[config.mk]
export PLATFORM = sky130hd
export DESIGN_NAME = command_manager_flat
export DESIGN_NICKNAME = d
export VERILOG_FILES = /design/src/rtl/command_manager_if.sv /design/src/rtl/command_manager.sv /design/src/flat_wrapper.sv
export SDC_FILE = /design/constraint.sdc
export NUM_CORES = 1
export LEC_CHECK = 0
export ABC_AREA = 1
export CAP_MARGIN = 5
export CORE_ASPECT_RATIO = 0.6
export CORE_UTILIZATION = 40
export DETAILED_ROUTE_END_ITERATION = 7
export GPL_TIMING_DRIVEN = 0
export HOLD_SLACK_MARGIN = 0.12
export PLACE_DENSITY = 0.83
export SLEW_MARGIN = 40
export SYNTH_ARGS = -nofsm -noshare
export SYNTH_HDL_FRONTEND = slang
export SYNTH_SLANG_ARGS = --single-unit
[constraint.sdc]
create_clock -name i_clk -period 2.45 [get_ports i_clk]
set_input_delay 0.3675 -clock i_clk [delete_from_list [all_inputs] [get_ports i_clk]]
set_output_delay 0.3675 -clock i_clk [all_outputs]
set_load 0.01 [all_outputs]
[src/rtl/command_manager_if.sv]
`default_nettype none
// ============================================================================
// command_manager_if : UART-byte / register-file bus of the command manager
// Revision: 1.0
// ============================================================================
interface command_manager_if #(
  parameter int DATA_W = 8,
  parameter int ADDR_W = 3
);
  logic [DATA_W-1:0] i_read_reg;
  logic [DATA_W-1:0] i_rx_data;
  logic              i_rx_data_valid;
  logic [DATA_W-1:0] o_write_reg;
  logic [DATA_W-1:0] o_tx_data;
  logic              o_tx_data_valid;
  logic [ADDR_W-1:0] o_rwaddr;
  logic              o_rd_req;
  logic              o_wr_req;

  // master: the command manager itself
  modport master (
    input  i_read_reg, i_rx_data, i_rx_data_valid,
    output o_write_reg, o_tx_data, o_tx_data_valid, o_rwaddr, o_rd_req, o_wr_req
  );

  // slave: UART and register file around it
  modport slave (
    output i_read_reg, i_rx_data, i_rx_data_valid,
    input  o_write_reg, o_tx_data, o_tx_data_valid, o_rwaddr, o_rd_req, o_wr_req
  );
endinterface
`default_nettype wire

[src/rtl/command_manager.sv]
`default_nettype none
// ============================================================================
// command_manager : decodes UART command bytes into register reads/writes
// Revision: 1.0
// ============================================================================
module command_manager #(
  parameter int DATA_W = 8,
  parameter int ADDR_W = 3
) (
  input  wire logic          i_clk,
  input  wire logic          i_rst,
  command_manager_if.master  bus
);

  typedef enum logic [2:0] {
    S_IDLE      = 3'd0,
    S_RD_REQ    = 3'd1,
    S_RD_SEND   = 3'd2,
    S_WAIT_DATA = 3'd3,
    S_WR_REQ    = 3'd4
  } state_t;

  state_t            r_state, w_state_next;
  logic [ADDR_W-1:0] r_addr, w_addr_next;
  logic [ADDR_W-1:0] r_rwaddr, w_rwaddr_next;
  logic [DATA_W-1:0] r_write_reg, w_write_reg_next;
  logic [DATA_W-1:0] r_tx_data, w_tx_data_next;
  logic              r_tx_valid, w_tx_valid_next;
  logic              r_rd_req, w_rd_req_next;
  logic              r_wr_req, w_wr_req_next;

  // Command byte: {zero padding, addr, rw}; any non-zero padding bit is invalid
  logic              w_cmd_ok;
  logic [ADDR_W-1:0] w_cmd_addr;
  logic              w_cmd_rw;

  assign w_cmd_ok   = (bus.i_rx_data[DATA_W-1:ADDR_W+1] == '0);
  assign w_cmd_addr = bus.i_rx_data[ADDR_W:1];
  assign w_cmd_rw   = bus.i_rx_data[0];

  always_ff @(posedge i_clk or posedge i_rst) begin
    if (i_rst) begin
      r_state     <= S_IDLE;
      r_addr      <= '0;
      r_rwaddr    <= '0;
      r_write_reg <= '0;
      r_tx_data   <= '0;
      r_tx_valid  <= 1'b0;
      r_rd_req    <= 1'b0;
      r_wr_req    <= 1'b0;
    end else begin
      r_state     <= w_state_next;
      r_addr      <= w_addr_next;
      r_rwaddr    <= w_rwaddr_next;
      r_write_reg <= w_write_reg_next;
      r_tx_data   <= w_tx_data_next;
      r_tx_valid  <= w_tx_valid_next;
      r_rd_req    <= w_rd_req_next;
      r_wr_req    <= w_wr_req_next;
    end
  end

  // Strobes are computed one state ahead so every output leaves a flop
  always_comb begin
    w_state_next     = r_state;
    w_addr_next      = r_addr;
    w_rwaddr_next    = r_rwaddr;
    w_write_reg_next = r_write_reg;
    w_tx_data_next   = r_tx_data;
    w_tx_valid_next  = 1'b0;
    w_rd_req_next    = 1'b0;
    w_wr_req_next    = 1'b0;

    case (r_state)
      S_IDLE: begin
        if (bus.i_rx_data_valid && w_cmd_ok) begin
          w_addr_next = w_cmd_addr;
          if (w_cmd_rw) begin
            w_state_next = S_WAIT_DATA;
          end else begin
            w_state_next  = S_RD_REQ;
            w_rd_req_next = 1'b1;
            w_rwaddr_next = w_cmd_addr;
          end
        end
      end
      S_RD_REQ: begin
        // read data is valid while o_rwaddr presents the read address
        w_tx_data_next  = bus.i_read_reg;
        w_tx_valid_next = 1'b1;
        w_state_next    = S_RD_SEND;
      end
      S_RD_SEND: begin
        w_state_next = S_IDLE;
      end
      S_WAIT_DATA: begin
        if (bus.i_rx_data_valid) begin
          w_write_reg_next = bus.i_rx_data;
          w_wr_req_next    = 1'b1;
          w_rwaddr_next    = r_addr;
          w_state_next     = S_WR_REQ;
        end
      end
      S_WR_REQ: begin
        w_state_next = S_IDLE;
      end
      default: begin
        w_state_next = S_IDLE;
      end
    endcase
  end

  assign bus.o_write_reg     = r_write_reg;
  assign bus.o_tx_data       = r_tx_data;
  assign bus.o_tx_data_valid = r_tx_valid;
  assign bus.o_rwaddr        = r_rwaddr;
  assign bus.o_rd_req        = r_rd_req;
  assign bus.o_wr_req        = r_wr_req;

endmodule
`default_nettype wire

[src/flat_wrapper.sv]
// flat-port wrapper written by rule: the top's interface ports become plain ports
module command_manager_flat 
#(
  parameter int DATA_W = 8,
  parameter int ADDR_W = 3
)
  (i_clk, i_rst, bus_i_read_reg, bus_i_rx_data, bus_i_rx_data_valid, bus_o_write_reg, bus_o_tx_data, bus_o_tx_data_valid, bus_o_rwaddr, bus_o_rd_req, bus_o_wr_req);
  command_manager_if #(.DATA_W(DATA_W), .ADDR_W(ADDR_W)) bus_i ();
  input  wire logic i_clk;
  input  wire logic i_rst;
  input wire logic [$bits(bus_i.i_read_reg)-1:0] bus_i_read_reg;
  input wire logic [$bits(bus_i.i_rx_data)-1:0] bus_i_rx_data;
  input wire logic [$bits(bus_i.i_rx_data_valid)-1:0] bus_i_rx_data_valid;
  output wire logic [$bits(bus_i.o_write_reg)-1:0] bus_o_write_reg;
  output wire logic [$bits(bus_i.o_tx_data)-1:0] bus_o_tx_data;
  output wire logic [$bits(bus_i.o_tx_data_valid)-1:0] bus_o_tx_data_valid;
  output wire logic [$bits(bus_i.o_rwaddr)-1:0] bus_o_rwaddr;
  output wire logic [$bits(bus_i.o_rd_req)-1:0] bus_o_rd_req;
  output wire logic [$bits(bus_i.o_wr_req)-1:0] bus_o_wr_req;
  assign bus_i.i_read_reg = bus_i_read_reg;
  assign bus_i.i_rx_data = bus_i_rx_data;
  assign bus_i.i_rx_data_valid = bus_i_rx_data_valid;
  assign bus_o_write_reg = bus_i.o_write_reg;
  assign bus_o_tx_data = bus_i.o_tx_data;
  assign bus_o_tx_data_valid = bus_i.o_tx_data_valid;
  assign bus_o_rwaddr = bus_i.o_rwaddr;
  assign bus_o_rd_req = bus_i.o_rd_req;
  assign bus_o_wr_req = bus_i.o_wr_req;
  command_manager #(.DATA_W(DATA_W), .ADDR_W(ADDR_W)) u_core (.i_clk(i_clk), .i_rst(i_rst), .bus(bus_i));
endmodule
Yosys cells after proc, flatten, opt, wreduce, memory -nomap -nowiden. Index checks and enable logic that the tools add are counted.

Register bits: 28. Word-level logic and storage cells: 35.

Equality and inequality tests: 5. Mux-type cells: 14. Reductions and logical operators: 8.

Operator list (number): 2-to-1 mux 3 bit (5); case mux 3 bit (3 select lines) (1); 2-to-1 mux 1 bit (6); case mux 3 bit (2 select lines) (1); AND reduction 2 bit (3); logical NOT 4 bit (1); != test 2 bit (second input constant) (2); AND reduction 4 bit (1); equality test 3 x 1 -> 1 bit (second input constant) (1); equality test 3 x 2 -> 1 bit (second input constant) (1); logical NOT 3 bit (1); 2-to-1 mux 2 bit (1); != test 2 x 1 -> 1 bit (second input constant) (1); nonzero test 2 bit (1); logical AND 1 bit (1).

Depth between registers and ports, before layout.
Depth in word-level cells: 4. Mapped depth: 9. Gate-level depth less buffers: 9.

Worst setup path after synthesis. Ideal clock, no wire load.

Path type: register to register. Start point: register u_core.r_state[2]. End point: register u_core.r_write_reg[1] (netlist: u_core.bus.o_write_reg[1]). Setup time: 118 ps. Arrival: 1020 ps. Data required time: 2332 ps. Setup slack: 1312 ps. Cell stages (with the launch flop): 8. Clock period less this slack: 1138 ps. Cell sequence: dfrtp_1 > inv_1 > nand3_4 > nor2_8 > inv_4 > buf_6 > nand2_1 > o21ai_2.

Cells in the longest elaborated chain, start to end: 2.

RTL lines: start, declared (RTL line command_manager.sv:23) `state_t r_state, w_state_next;`; start signal, assigned (RTL line command_manager.sv:52) `r_state <= w_state_next;`; equality test 3 x 2 -> 1 bit (RTL line command_manager.sv:74) `case (r_state)`; AND reduction 2 bit (no line); end signal, assigned (RTL line command_manager.sv:55) `r_write_reg <= w_write_reg_next;`; end, declared (RTL line command_manager.sv:26) `logic [DATA_W-1:0] r_write_reg, w_write_reg_next;`.

No other way between the ends. A chain may end at the register's enable or synchronous reset.

Worst setup path after layout.
Start point: register u_core.r_tx_data[1] (netlist: u_core.bus.o_tx_data[1]). End point: output port bus_o_tx_data[1].

RTL lines: start, declared (RTL line command_manager.sv:27) `logic [DATA_W-1:0] r_tx_data, w_tx_data_next;`; start signal, assigned (RTL line command_manager.sv:56) `r_tx_data <= w_tx_data_next;`; end, declared (RTL line flat_wrapper.sv:15) `output wire logic [$bits(bus_i.o_tx_data)-1:0] bus_o_tx_data;`.

No word-level cell between the ends.

==> flow_summary.toml <==
[outcome]
status = "finished, final reports clean"

[floorplan]
ios = 41
dieArea_um2 = 3170
start_util_pct = 44.5
die_w_um = 72.0
core_area_um2 = 2650
fp.dieH_um = 44
row_count = 14

[power_and_ir_drop]
total_power_mw = 1.12
p_leak_nw = 0.831
power_frac_comb_pct = 24.3
irDropWorstVdd_v = 0.000328
swShare_pct = 25.7
internal-power_mw = 0.834
clkPwrFrac_pct = 24.4
p_seq_share_pct = 51.3
p_per_area_nw_per_um2 = 667
power_switching_mw = 0.288

[global_route]
grt_pass1_vias = 922
grt_pass1_wl_um = 4020
overflow = 0
grt.total_usage_pct = 17.1
grt_max_degree = 29
antenna_found_initial = 0

[timing]
fmax_mhz = 647
finalMaxSlewViolations = 0
max_slew.worst_pin.slew_ps = 557
relSlewSlack_pct = 62.8
finalSetupViolCount = 0
layout_min_cycle_time_ps = 1550
clock-skew-final_ps = 4.32
setup_tns_ps = 0
rsz0062_at_grt = "false"
fin_ws_ps = 903
hold_viol = 0
period_share_pct = 63.1

[detailed_routing]
drc_errors = 0
dr.pass1.iters = 4
num_vias = 915
wirelength_um = 2360
drt_iter0_markers = 51
postRouteAntennaNets = 0
wl_per_cell_um = 11.1
via_per_inst = 4.32

[logic_synthesis]
ys_warn_count = 0
synth_area_um2 = 1180
synth_cells = 128
postSynthAreaPerCell_um2 = 9.19
ys_seq_area_share_pct = 59.6
ys_ff_latch = 28
syn-num-nets = 147
yosys.cell_types.count = 15

[clock_tree]
clock-sinks = 28
clk_pin_slew_ps = 90
clockBufferDepth = 2
htree_levels = 1
cts-resized-gates = 0
insertion_delay_ps = 270
post_cts_buffers = 0
postCtsHoldBufs = 0
cts-root-buf = "clkbuf_8"
tritoncts = "yes"
cts_buffers = 3

[critical_path]
crit_path_max_fanout = 2
worstPathArrival_ps = 1180
critical_path.max_stage_delay_ps = 540
start_kind = "register"
end_kind = "primary output"
crit_type = "register to primary output"
critical_path.top_delay_family = "buffers and inverters"
crit_required_ps = 2080
slowest_stage = "clkdlybuf4s50_1"
cp_cell_sequence = "clkdlybuf4s50_1"
path_buf_inv = 1

[layout]
area_growth_pct = 43.0
final_layout_size_suffix_gt1_share_pct = 12.8
utilization_pct = 63.6
fin_area_um2 = 1680
final_nets = 192
n_antenna_cell = 0

[place]
pre_cts_ws_ps = 745
hpwl_um = 1870
port_buffers = 40
gp_congestion = 0.780
postPlaceCellArea_um2 = 1630

[job]
drv_cap = 0

[min_path]
min_path_type = "input pin to asynchronous set/reset pin"
## cells in the mapped netlist
master | n | area share [%]
buf_2 | 1 | 0.43
buf_6 | 1 | 0.96
dfrtp_1 | 28 | 60
inv_1 | 10 | 3.2
inv_2 | 1 | 0.32
inv_4 | 2 | 1.1
nand2_1 | 55 | 18
nand2_2 | 4 | 2.1
nand3_1 | 4 | 1.7
nand3_4 | 1 | 1.5
nor2_1 | 6 | 1.9
nor2_8 | 1 | 1.7
nor3_2 | 1 | 0.85
o21ai_0 | 8 | 3.4
o21ai_2 | 5 | 3.7
## per-layer routing
| layer | routed length (um) | up-vias | part of all wire [%] | GRT usage [%] |
|---|---|---|---|---|
| met3 | 146 | 0 | 6.2 | 6.28 |
| met1 | 1140 | 401 | 48 | 23.2 |
| met4 | 0 | 0 | 0 | 3.53 |
| li1 | - | 483 | - | - |
| met5 | 0 | - | 0 | 0 |
| met2 | 1080 | 31 | 46 | 26.8 |
## logic make-up (layout without fill, tap and decap cells)
logic type,Yosys count,after routing,share of synthesized area (%)
compound gates,13,13,7.13
flops,28,28,59.6
buf+inv,15,59,5.96
simple gates,72,72,27.3
## area by class of cell
class / instances / area [um2]
Buffer: 2 / 16.3
Clock buffer: 4 / 55.1
Fill cell: 210 / 963
Inverter: 13 / 53.8
Multi-Input combinational cell: 85 / 405
Sequential cell: 28 / 701
Tap cell: 40 / 50.0
Timing Repair Buffer: 40 / 400
## worst paths after layout
kind | startpoint | end | slack, ps | depth (start not counted)
min | i_rst | u_core.bus.o_rwaddr[0] | 460 | 2
max in group asynchronous | i_rst | u_core.bus.o_tx_data[0] | 1610 | 2
min in group i_clk | u_core.bus.o_tx_data[2] | u_core.bus.o_tx_data[2] | 480 | 2
max reg2reg | u_core.r_state[0] | u_core.bus.o_rwaddr[1] | 1180 | 6
min reg2reg | u_core.bus.o_tx_data[2] | u_core.bus.o_tx_data[2] | 480 | 2
max | u_core.bus.o_tx_data[1] | bus_o_tx_data[1] | 900 | 1
## metrics by stage
stage | hold WS [ps] | cells
after floorplan | 433 | 128
after global placement | 455 | 208
after detailed placement | 457 | 208
after CTS | 480 | 212
after global routing | 504 | 212
final | 463 | 212
## cell usage in the layout (no fill, tap or decap), drive strengths merged
master          n
inv            13
nand2          59
clkdlybuf4s50  40
buf             2
clkbuf          4
dfrtp          28
nor3            1
nand3           5
nor2            7
o21ai          13
## power by group through the flow
stage	combinational [mW]	sequential, mW	clock, mW
global placement	0.267	0.580	0
detailed placement	0.276	0.583	0
global route	0.295	0.584	0.305
CTS	0.276	0.576	0.283
floorplan	0.0756	0.608	0
finish	0.272	0.576	0.274
(Power assumes the default switching activity.)
